`config.mk`:
```
export PLATFORM = sky130hd
export DESIGN_NAME = mode_switch_seq
export DESIGN_NICKNAME = d
export VERILOG_FILES = /design/src/rtl/mode_switch_seq.sv
export SDC_FILE = /design/constraint.sdc
export NUM_CORES = 1
export LEC_CHECK = 0
export ABC_CLOCK_PERIOD_IN_PS = 3750
export BUFFER_PORTS_ARGS = -buffer_cell sky130_fd_sc_hd__buf_2
export CAP_MARGIN = 15
export CORE_AREA = 2 2 47 49
export DETAILED_ROUTE_END_ITERATION = 6
export DIE_AREA = 0 0 49 51
export PLACE_DENSITY = 0.78
export SYNTH_ARGS = -nofsm -noshare
export SYNTH_HDL_FRONTEND = slang
export SYNTH_SLANG_ARGS = --single-unit
```
`constraint.sdc`:
```
create_clock -name clock -period 3.75 [get_ports clock]
set_input_delay 0.1875 -clock clock [delete_from_list [all_inputs] [get_ports clock]]
set_output_delay 0.1875 -clock clock [all_outputs]
set_load 0.1 [all_outputs]
```
`src/rtl/mode_switch_seq.sv`:
```
// rtl/mode_switch_seq.sv - chip-mode switch sequencer: drain, hold core reset, settle, done.
// Optional DRAIN timeout is compiled in with `define MODE_SWITCH_TIMEOUT_EN.
module mode_switch_seq #(
  parameter int RST_CYCLES     = 16,
  parameter int SETTLE_CYCLES  = 8,
  parameter int TIMEOUT_CYCLES = 1024
) (
  input  logic       clock,
  input  logic       reset,
  input  logic       mode_req_valid,
  input  logic [1:0] mode_req,
  output logic       mode_req_ready,
  output logic       quiesce_req,
  input  logic       quiesce_ack,
  output logic       core_rst_o,
  output logic [1:0] chip_mode_o,
  output logic       busy,
  output logic       switch_done,
  output logic       drain_timeout
);

  localparam int MAX_AB = (RST_CYCLES > SETTLE_CYCLES) ? RST_CYCLES : SETTLE_CYCLES;
  localparam int MAX_ALL = (MAX_AB > TIMEOUT_CYCLES) ? MAX_AB : TIMEOUT_CYCLES;
  localparam int CW = $clog2(MAX_ALL + 1);

  localparam logic [CW-1:0] CNT_ONE     = CW'(1);
  localparam logic [CW-1:0] RST_LOAD    = CW'(RST_CYCLES - 1);
  localparam logic [CW-1:0] SETTLE_LOAD = CW'(SETTLE_CYCLES - 1);
`ifdef MODE_SWITCH_TIMEOUT_EN
  localparam logic [CW-1:0] DRAIN_LOAD  = CW'(TIMEOUT_CYCLES - 1);
`else
  localparam logic [CW-1:0] DRAIN_LOAD  = '0;
`endif

  typedef enum logic [2:0] {
    S_IDLE   = 3'd0,
    S_DRAIN  = 3'd1,
    S_RESET  = 3'd2,
    S_SETTLE = 3'd3,
    S_DONE   = 3'd4
  } state_t;

  state_t        state_q, state_d;
  logic [CW-1:0] cnt_q, cnt_d;
  logic [1:0]    target_q, target_d;
  logic [1:0]    chip_mode_q, chip_mode_d;
  logic          mode_req_ready_q, mode_req_ready_d;
  logic          busy_q, busy_d;
  logic          quiesce_req_q, quiesce_req_d;
  logic          core_rst_q, core_rst_d;
  logic          switch_done_q, switch_done_d;
  logic          timeout_hit;

  // State register; every output is a flop so no input reaches an output combinationally.
  always_ff @(posedge clock) begin
    if (reset) begin
      state_q          <= S_IDLE;
      cnt_q            <= '0;
      target_q         <= 2'b00;
      chip_mode_q      <= 2'b00;
      mode_req_ready_q <= 1'b1;
      busy_q           <= 1'b0;
      quiesce_req_q    <= 1'b0;
      core_rst_q       <= 1'b0;
      switch_done_q    <= 1'b0;
    end else begin
      state_q          <= state_d;
      cnt_q            <= cnt_d;
      target_q         <= target_d;
      chip_mode_q      <= chip_mode_d;
      mode_req_ready_q <= mode_req_ready_d;
      busy_q           <= busy_d;
      quiesce_req_q    <= quiesce_req_d;
      core_rst_q       <= core_rst_d;
      switch_done_q    <= switch_done_d;
    end
  end

  // Next-state logic; the shared counter is reloaded on every timed state entry.
  always_comb begin
    state_d     = state_q;
    cnt_d       = cnt_q;
    target_d    = target_q;
    chip_mode_d = chip_mode_q;
    timeout_hit = 1'b0;
    case (state_q)
      S_IDLE: begin
        if (mode_req_valid && mode_req_ready_q) begin
          target_d = mode_req;
          if (mode_req == chip_mode_q) begin
            state_d = S_DONE;
          end else begin
            state_d = S_DRAIN;
            cnt_d   = DRAIN_LOAD;
          end
        end
      end
      S_DRAIN: begin
        if (quiesce_ack) begin
          state_d     = S_RESET;
          cnt_d       = RST_LOAD;
          chip_mode_d = target_q;
        end
`ifdef MODE_SWITCH_TIMEOUT_EN
        else if (cnt_q == '0) begin
          state_d     = S_RESET;
          cnt_d       = RST_LOAD;
          chip_mode_d = target_q;
          timeout_hit = 1'b1;
        end else begin
          cnt_d = cnt_q - CNT_ONE;
        end
`endif
      end
      S_RESET: begin
        if (cnt_q == '0) begin
          state_d = S_SETTLE;
          cnt_d   = SETTLE_LOAD;
        end else begin
          cnt_d = cnt_q - CNT_ONE;
        end
      end
      S_SETTLE: begin
        if (cnt_q == '0) begin
          state_d = S_DONE;
        end else begin
          cnt_d = cnt_q - CNT_ONE;
        end
      end
      S_DONE:  state_d = S_IDLE;
      default: state_d = S_IDLE;
    endcase
  end

  // Outputs decoded from the next state so they line up with the registered state.
  always_comb begin
    mode_req_ready_d = (state_d == S_IDLE);
    busy_d           = (state_d != S_IDLE);
    quiesce_req_d    = (state_d == S_DRAIN) || (state_d == S_RESET) || (state_d == S_SETTLE);
    core_rst_d       = (state_d == S_RESET);
    switch_done_d    = (state_d == S_DONE);
  end

`ifdef MODE_SWITCH_TIMEOUT_EN
  logic drain_timeout_q;

  always_ff @(posedge clock) begin
    if (reset) begin
      drain_timeout_q <= 1'b0;
    end else begin
      drain_timeout_q <= timeout_hit;
    end
  end

  assign drain_timeout = drain_timeout_q;
`else
  logic unused_timeout;
  assign unused_timeout = timeout_hit;
  assign drain_timeout  = 1'b0;
`endif

  assign mode_req_ready = mode_req_ready_q;
  assign busy           = busy_q;
  assign quiesce_req    = quiesce_req_q;
  assign core_rst_o     = core_rst_q;
  assign chip_mode_o    = chip_mode_q;
  assign switch_done    = switch_done_q;

endmodule

```
# Word level (Yosys, flattened, before mapping)
# Cells that the tools add are included.
# totals
inputBits	6
output_inout_bits	8
ff_bits	23
# classes
eq_ne	12
add_sub_neg	1
muxes	12
reduce_logical	11
# ops
operator	n
$mux 11	5
$pmux 11 s4	1
$mux 3	5
$eq 3x2->1 const B	4
$pmux 3 s4	1
$logic_not 11->1	1
$sub 11x1->11 const B	1
$ne 2x2->1 const B	4
$eq 3x1->1 const B	2
$logic_not 3->1	2
$reduce_and 5->1	1
$reduce_and 2->1	2
$reduce_bool 4->1	1
$eq 3x3->1 const B	1
$reduce_bool 3->1	1
$eq 2x2->1	1
$logic_or 1x1->1	2
$logic_and 1x1->1	1

# Depth between registers and ports, before layout
# Gate-level depths: netlist of run 1.
# depth
ltp_word	7
ltp_mapped	9

# Least setup slack after synthesis of run 1
# OpenSTA, ideal clock, no wires.
# synth_timing
path_kind	register to register
from	register chip_mode_q[0] (netlist: chip_mode_o[0])
to	register cnt_q[8]
t_arrival_ps	2418
setup_time_ps	70
required_ps	3680
slack_ps	1262
stages_incl_launch_ff	7
path_cell_list	dfxtp_1 -> xor2_1 -> o2111ai_1 -> a211o_1 -> buf_6 -> or4_1 -> a21oi_1
# synth_via
elab_chain_len	3
# synth_lines
item	line_no	rtl
start: declaration	46	logic [1:0] chip_mode_q, chip_mode_d;
start signal: assignment	70	chip_mode_q <= chip_mode_d;
$eq 2x2->1	90	if (mode_req == chip_mode_q) begin
$ne 2x2->1 (no source line)	--	
$reduce_and 5->1 (no source line)	--	
end signal: assignment	68	cnt_q <= cnt_d;
end: declaration	44	logic [CW-1:0] cnt_q, cnt_d;
# No other way between the ends.
# A chain may end at the register's enable or synchronous reset.

# Worst setup path in the final report of run 1
# layout_timing
from	register cnt_q[0]
to	register cnt_q[0]
# layout_via
elab_chain_len	3
# layout_lines
item	line_no	rtl
$sub 11x1->11 / $logic_not 11->1 (equally long branches)	--	
$mux 11, or another cell as far along	124	if (cnt_q == '0) begin
$pmux 11 s4 / $reduce_and 5->1 (equally long branches)	--	
# Several ways; a longest one is shown, not always the timed one. The select of a mux whose other input is x is not followed.

==> results of run 1 <==
[per-layer routing]
| metal | vias up | track usage [%] | routed length (microns) |
|---|---|---|---|
| met5 | - | 0 | 0 |
| met4 | 0 | 14.8 | 55 |
| met3 | 5 | 3.51 | 50 |
| met2 | 12 | 35.2 | 1140 |
| met1 | 483 | 23.5 | 1060 |
| li1 | 508 | - | - |
[kinds of logic after synthesis]
| group | share of synthesized area [%] |
|---|---|
| other | 0.336 |
| adders and majority gates | 1.12 |
| xor gates and xnor gates | 1.57 |
| AOI/OAI and AO/OA | 19.2 |
| and+or+nand+nor | 27.9 |
| buffers and inverters | 5.94 |
| muxes | 2.69 |
| DFF | 41.3 |
[worst reg2reg max path: stages (launching register included)]
cell	delay (ps)
dfxtp_1	390
inv_1	70
ha_1	230
nor3b_1	210
and4_1	170
a211o_1	490
or4_4	580
o21ai_0	200
[registers in the layout, summed over array words and instances, names as in the netlist]
register        cells
mode_req_ready      1
busy                1
switch_done         1
quiesce_req         1
core_rst_o          1
chip_mode_o         2
state_q             3
cnt_q              11
target_q            2
[worst max-delay path by stage]
stage	start	end	slack (ps)	cells past startpoint
after floorplan	chip_mode_o[0]$_SDFFE_PP0P_	cnt_q[8]$_SDFFE_PP0P_	1260	6
after global placement	cnt_q[0]$_SDFFE_PP0P_	cnt_q[0]$_SDFFE_PP0P_	1550	7
after detailed placement	cnt_q[0]$_SDFFE_PP0P_	cnt_q[0]$_SDFFE_PP0P_	1420	7
after CTS	cnt_q[0]$_SDFFE_PP0P_	cnt_q[0]$_SDFFE_PP0P_	1360	7
after global routing	cnt_q[0]$_SDFFE_PP0P_	cnt_q[2]$_SDFFE_PP0P_	1180	7
final	cnt_q[0]$_SDFFE_PP0P_	cnt_q[0]$_SDFFE_PP0P_	1350	7
[report_power, final]
group / internal [mW] / switching (mW)
Sequential: 0.271 / 0.0252
Clock: 0.0416 / 0.0705
Combinational: 0.0716 / 0.159
Total: 0.384 / 0.255
[per-stage QoR]
| stage | instances | util [%] |
|---|---|---|
| after global placement | 167 | 56.8 |
| after global routing | 171 | 58.0 |
| after detailed placement | 167 | 56.8 |
| after CTS | 171 | 58.0 |
| final | 171 | 58.0 |
| after floorplan | 134 | - |
[area by class of cell]
class                   count  area [sq um]  share of cell area, %
clock buffers               4          26.3                   2.19
flip-flops and latches     23           460                   38.5
well taps                  28          35.0                   2.93
inverters                   7          26.3                   2.19
multi-input cells          97           589                   49.2
repair buffers             12          60.1                   5.02
[placed cells by master, fill, tap and decap left out, types with 5 or more instances in the layout]
master / n
nor2_1: 10
dfxtp_1: 23
or4_1: 5
inv_1: 7
or3_1: 6
buf_2: 12
o21ai_0: 5
a21oi_1: 15
nand2_1: 12
o31ai_1: 5
==> flow_summary.json, run 1 <==
{
  "n_antenna_cell": 0,
  "cts.clk_slew.worst_paths_ps": 110,
  "drtIter0Drc": 29,
  "num_vias": 1008,
  "gp_congestion": 0.800,
  "layout.nets": 151,
  "placed_cell_area_sq_um": 1170,
  "synth_edf_count": 0,
  "cts_tree": "yes",
  "min_to": "target_q[1]$_SDFFE_PP0P_",
  "hold_path_depth": 3,
  "path_cells": "inv_1, ha_1, nor3b_1, and4_1, a211o_1, or4_4, o21ai_0",
  "synth-main-ff-cell": "dfxtp_1",
  "num_rows": 17,
  "antenna_left": 0,
  "initial_core_util_pct": 54.1,
  "reg2reg_depth": 7,
  "netlist_area_sq_um": 1120,
  "dieArea_sq_um": 2500,
  "avgSynthCellArea_sq_um": 8.33,
  "fillers": 202,
  "setup.worst_path.end_class": "flip-flop",
  "drc": 0,
  "port_buffers": 12,
  "pre_cts_ws_ps": 1420,
  "grt_max_degree": 21,
  "die_h_microns": 51,
  "synthArstFlopShare_pct": 0,
  "synth_area_leaders": "dfxtp_1 41%, a21oi_1 6.7%, nand2_1 4.0%",
  "hold_viol": 0,
  "drv_cap": 0,
  "synth_common_cells": "23 x dfxtp_1, 15 x a21oi_1, 12 x nand2_1, 10 x nor2_1, 7 x inv_1",
  "cp_slowest_cell": "or4_4",
  "path_class": "flip-flop to flip-flop",
  "antenna_found_initial": 0,
  "finalWirelength_microns": 2300,
  "powerDensity_nw_per_um2": 534,
  "viasPerCell": 5.89,
  "worstMarginPinSlew_ps": 737,
  "synth_seq_cells": 23,
  "layout_min_cycle_time_ps": 2400,
  "fin_hold_ws_ps": 155,
  "rr_startpoint": "cnt_q[0]$_SDFFE_PP0P_",
  "postCtsHoldBufs": 0,
  "min_from": "mode_req[1]",
  "power.leakage_nw": 0.505,
  "slew_headroom_pct": 50.4,
  "grt_pass1_vias": 918,
  "yosys.area.top_type_share_pct": 41.3,
  "core_sq_um": 2060,
  "cts_root_buf": "clkbuf_4",
  "timing.rr.end": "cnt_q[0]$_SDFFE_PP0P_",
  "die_w_microns": 49,
  "synth_top_area_cell": "dfxtp_1",
  "start_kind": "flip-flop",
  "irDropWorstVdd_mv": 0.298,
  "ys_seq_area_share_pct": 41.3,
  "cpPeakStageDelay_ps": 580,
  "clockBufferDepth": 2,
  "worst-path-buf-inv": 1,
  "skew_ps": 4.10,
  "cts_sinks": 23,
  "clock_latency_ps": 310,
  "fmax_mhz": 416,
  "grt_usage_pct": 20.6,
  "dp_hpwl_microns": 1660,
  "grt.overflow.total": 0,
  "post-cts-setup-buffer-count": 0,
  "cts-htree-levels": 1,
  "drv_slew": 0,
  "crit_fanout": 20,
  "arrival_ps": 2640,
  "setup_viol": 0,
  "rrSetupSlack_ps": 1350,
  "power_uw": 639,
  "min-delay-path-class": "input port to flip-flop",
  "crit_required_ps": 3980,
  "fin_crit_sh_pct": 64.1,
  "rsz0062_at_grt": "no",
  "yosysMostFrequentCell": "dfxtp_1",
  "synth_cell_types": 40,
  "wl_per_cell_microns": 13.4,
  "cts_resized": 0,
  "worst_slack_ps": 1350,
  "status": "completed",
  "areaGrowthSynthToFinish_pct": 7.29,
  "timing.setup.tns_ps": 0,
  "netlist_instances": 134,
  "cts_buffers": 3,
  "drive_gt1_share_pct": 12.6,
  "syn_nets": 141,
  "dr.pass1.iters": 4,
  "finalInstanceArea_sq_um": 1200,
  "critPathTopFamily": "simple AND/OR/NAND/NOR gates",
  "io_pins": 14,
  "ys_warn_count": 0,
  "grt_pass1_wl_microns": 3900
}
Note: power is estimated with default switching activity, not from simulation.
==> run 2, diff against run 1 <==
==> config.mk (replaced) <==
export PLATFORM = sky130hd
export DESIGN_NAME = mode_switch_seq
export DESIGN_NICKNAME = d
export VERILOG_FILES = /design/src/rtl/mode_switch_seq.sv
export SDC_FILE = /design/constraint.sdc
export NUM_CORES = 1
export LEC_CHECK = 0
export ABC_CLOCK_PERIOD_IN_PS = 2400
export BUFFER_PORTS_ARGS = -buffer_cell sky130_fd_sc_hd__buf_2
export CAP_MARGIN = 15
export CORE_AREA = 2 2 49 51
export DETAILED_ROUTE_END_ITERATION = 6
export DIE_AREA = 0 0 51 53
export PLACE_DENSITY = 0.72
export SYNTH_ARGS = -nofsm -noshare
export SYNTH_HDL_FRONTEND = slang
export SYNTH_SLANG_ARGS = --single-unit
==> constraint.sdc (replaced) <==
create_clock -name clock -period 2.4 [get_ports clock]
set_input_delay 0.12 -clock clock [delete_from_list [all_inputs] [get_ports clock]]
set_output_delay 0.12 -clock clock [all_outputs]
set_load 0.1 [all_outputs]
==> run 2 against run 1 <==
Against the previous run:
- first-iteration DRC count decreased by 3.4%
- final cell count up 1.8%
- clock power increased by 63%
- flip-flop and latch count unchanged
- final area rose by 2.2%
- power is 60% higher
- via count unchanged
- critical path type unchanged
- largest cell class unchanged
- highest routed layer unchanged
==> flow_summary.json, run 2 (synthesis results as in run 1) <==
{
  "post-cts-setup-buffer-count": 0,
  "status": "completed",
  "arrival_ps": 2490,
  "irDropWorstVdd_mv": 0.378,
  "core_sq_um": 2150,
  "layout.nets": 154,
  "drc": 0,
  "grt_max_degree": 15,
  "reg_top3": "cnt_q x11, state_q x3",
  "layout_commonest_cell": "dfxtp_1",
  "drv_cap": 0,
  "n_antenna_cell": 0,
  "rsz0062_at_grt": "no",
  "slew_headroom_pct": 60.6,
  "drive_gt1_share_pct": 16.4,
  "cts_sinks": 23,
  "crit_required_ps": 2660,
  "grt.overflow.total": 0,
  "antenna_left": 0,
  "worstMarginPinSlew_ps": 587,
  "postCtsHoldBufs": 0,
  "pre_cts_ws_ps": 226,
  "grt_pass1_vias": 899,
  "finalWirelength_microns": 2380,
  "dp_cells": 170,
  "dieArea_sq_um": 2700,
  "p_clk_share_pct": 17.9,
  "clock_latency_ps": 320,
  "internal_power_uw": 610,
  "final_cell_mix": "21 x dfxtp_1, 15 x a21oi_1, 12 x nand2_1, 12 x buf_2, 10 x nor2_1",
  "hold_viol": 0,
  "fin_crit_sh_pct": 92.6,
  "powerDensity_nw_per_um2": 836,
  "timing.setup.tns_ps": 0,
  "num_vias": 1008,
  "port_buffers": 12,
  "antenna_found_initial": 0,
  "cts_root_buf": "clkbuf_4",
  "p_comb_share_pct": 36.7,
  "io_pins": 14,
  "setup.worst_path.end_class": "flip-flop",
  "start_kind": "flip-flop",
  "skew_ps": 1.68,
  "cts_resized": 0,
  "dr.pass1.iters": 4,
  "clockBufferDepth": 2,
  "areaGrowthSynthToFinish_pct": 9.64,
  "cts-htree-levels": 1,
  "path_class": "flip-flop to flip-flop",
  "grt_pass1_wl_microns": 3910,
  "min-delay-path-class": "input port to flip-flop",
  "drtIter0Drc": 28,
  "setup_viol": 0,
  "initial_core_util_pct": 52.0,
  "fmax_mhz": 450,
  "utilization_pct": 57.0,
  "cts_tree": "yes",
  "die_w_microns": 51,
  "die_h_microns": 53,
  "viasPerCell": 5.79,
  "dp_hpwl_microns": 1730,
  "fin_hold_ws_ps": 67.7,
  "largest_reg_flops": 11,
  "cts_buffers": 3,
  "worst_slack_ps": 178,
  "switching_share_pct": 40.4,
  "gp_congestion": 0.808,
  "p_switching_uw": 413,
  "num_rows": 17,
  "regMostFlops": "cnt_q",
  "wl_per_cell_microns": 13.6,
  "power.leakage_nw": 0.522,
  "seq_power_share_pct": 45.3,
  "cts.clk_slew.worst_paths_ps": 130,
  "fillers": 195,
  "crit_fanout": 11,
  "grt_usage_pct": 19.4,
  "final_cells": 174,
  "drv_slew": 0,
  "layout_min_cycle_time_ps": 2220
}
==> run 2: power by group through the flow <==
stage	Sequential [mW]	Combinational [mW]	Clock, mW
5_1_grt	0.470	0.415	0.201
3_5_place_dp	0.471	0.370	0
6_report	0.464	0.376	0.183
4_1_cts	0.463	0.374	0.190
2_1_floorplan	0.523	0.243	0
3_3_place_gp	0.468	0.359	0
==> run 2: final timing paths <==
path	startpoint	endpoint	cells past startpoint	slack, ps
setup / recovery	cnt_q[0]$_SDFFE_PP0P_	cnt_q[5]$_SDFFE_PP0P_	8	180
hold / removal	mode_req[0]	target_q[0]$_SDFFE_PP0P_	3	70
setup reg to reg	cnt_q[0]$_SDFFE_PP0P_	cnt_q[5]$_SDFFE_PP0P_	8	180
hold reg to reg	target_q[0]$_SDFFE_PP0P_	chip_mode_o[0]$_SDFFE_PP0P_	2	470
==> run 2: routing by layer <==
| layer | vias up | track usage (%) | part of all wire, % |
|---|---|---|---|
| li1 | 513 | - | - |
| met2 | 25 | 33.1 | 48 |
| met3 | 5 | 2.82 | 3.3 |
| met1 | 465 | 23.6 | 46 |
| met5 | - | 0 | 0 |
| met4 | 0 | 10.4 | 2.0 |
==> run 2: area by class of cell <==
type                       count  area, sq um  area share, %
multi-input combinational     97          589           48.2
clock buffer                   3         22.5           1.84
sequential                    23          463           37.8
tap                           28         35.0           2.86
clock inverter                 1         5.00          0.409
timing repair buffer          15         82.6           6.75
inverter                       7         26.3           2.15
==> run 2: worst max-delay path: stages, from the launching register on <==
cell	delay, ps
dfxtp_1	380
inv_1	70
ha_1	230
nor3b_1	150
and4_1	160
a211o_1	400
buf_4	220
or4_1	400
a21oi_1	150
==> run 2: metrics by stage <==
| step | power (mW) | cell area, sq um |
|---|---|---|
| floorplan | 0.767 | 1120 |
| global placement | 0.827 | 1200 |
| detailed placement | 0.842 | 1200 |
| CTS | 1.03 | 1220 |
| global route | 1.09 | 1220 |
| finish | 1.02 | 1220 |
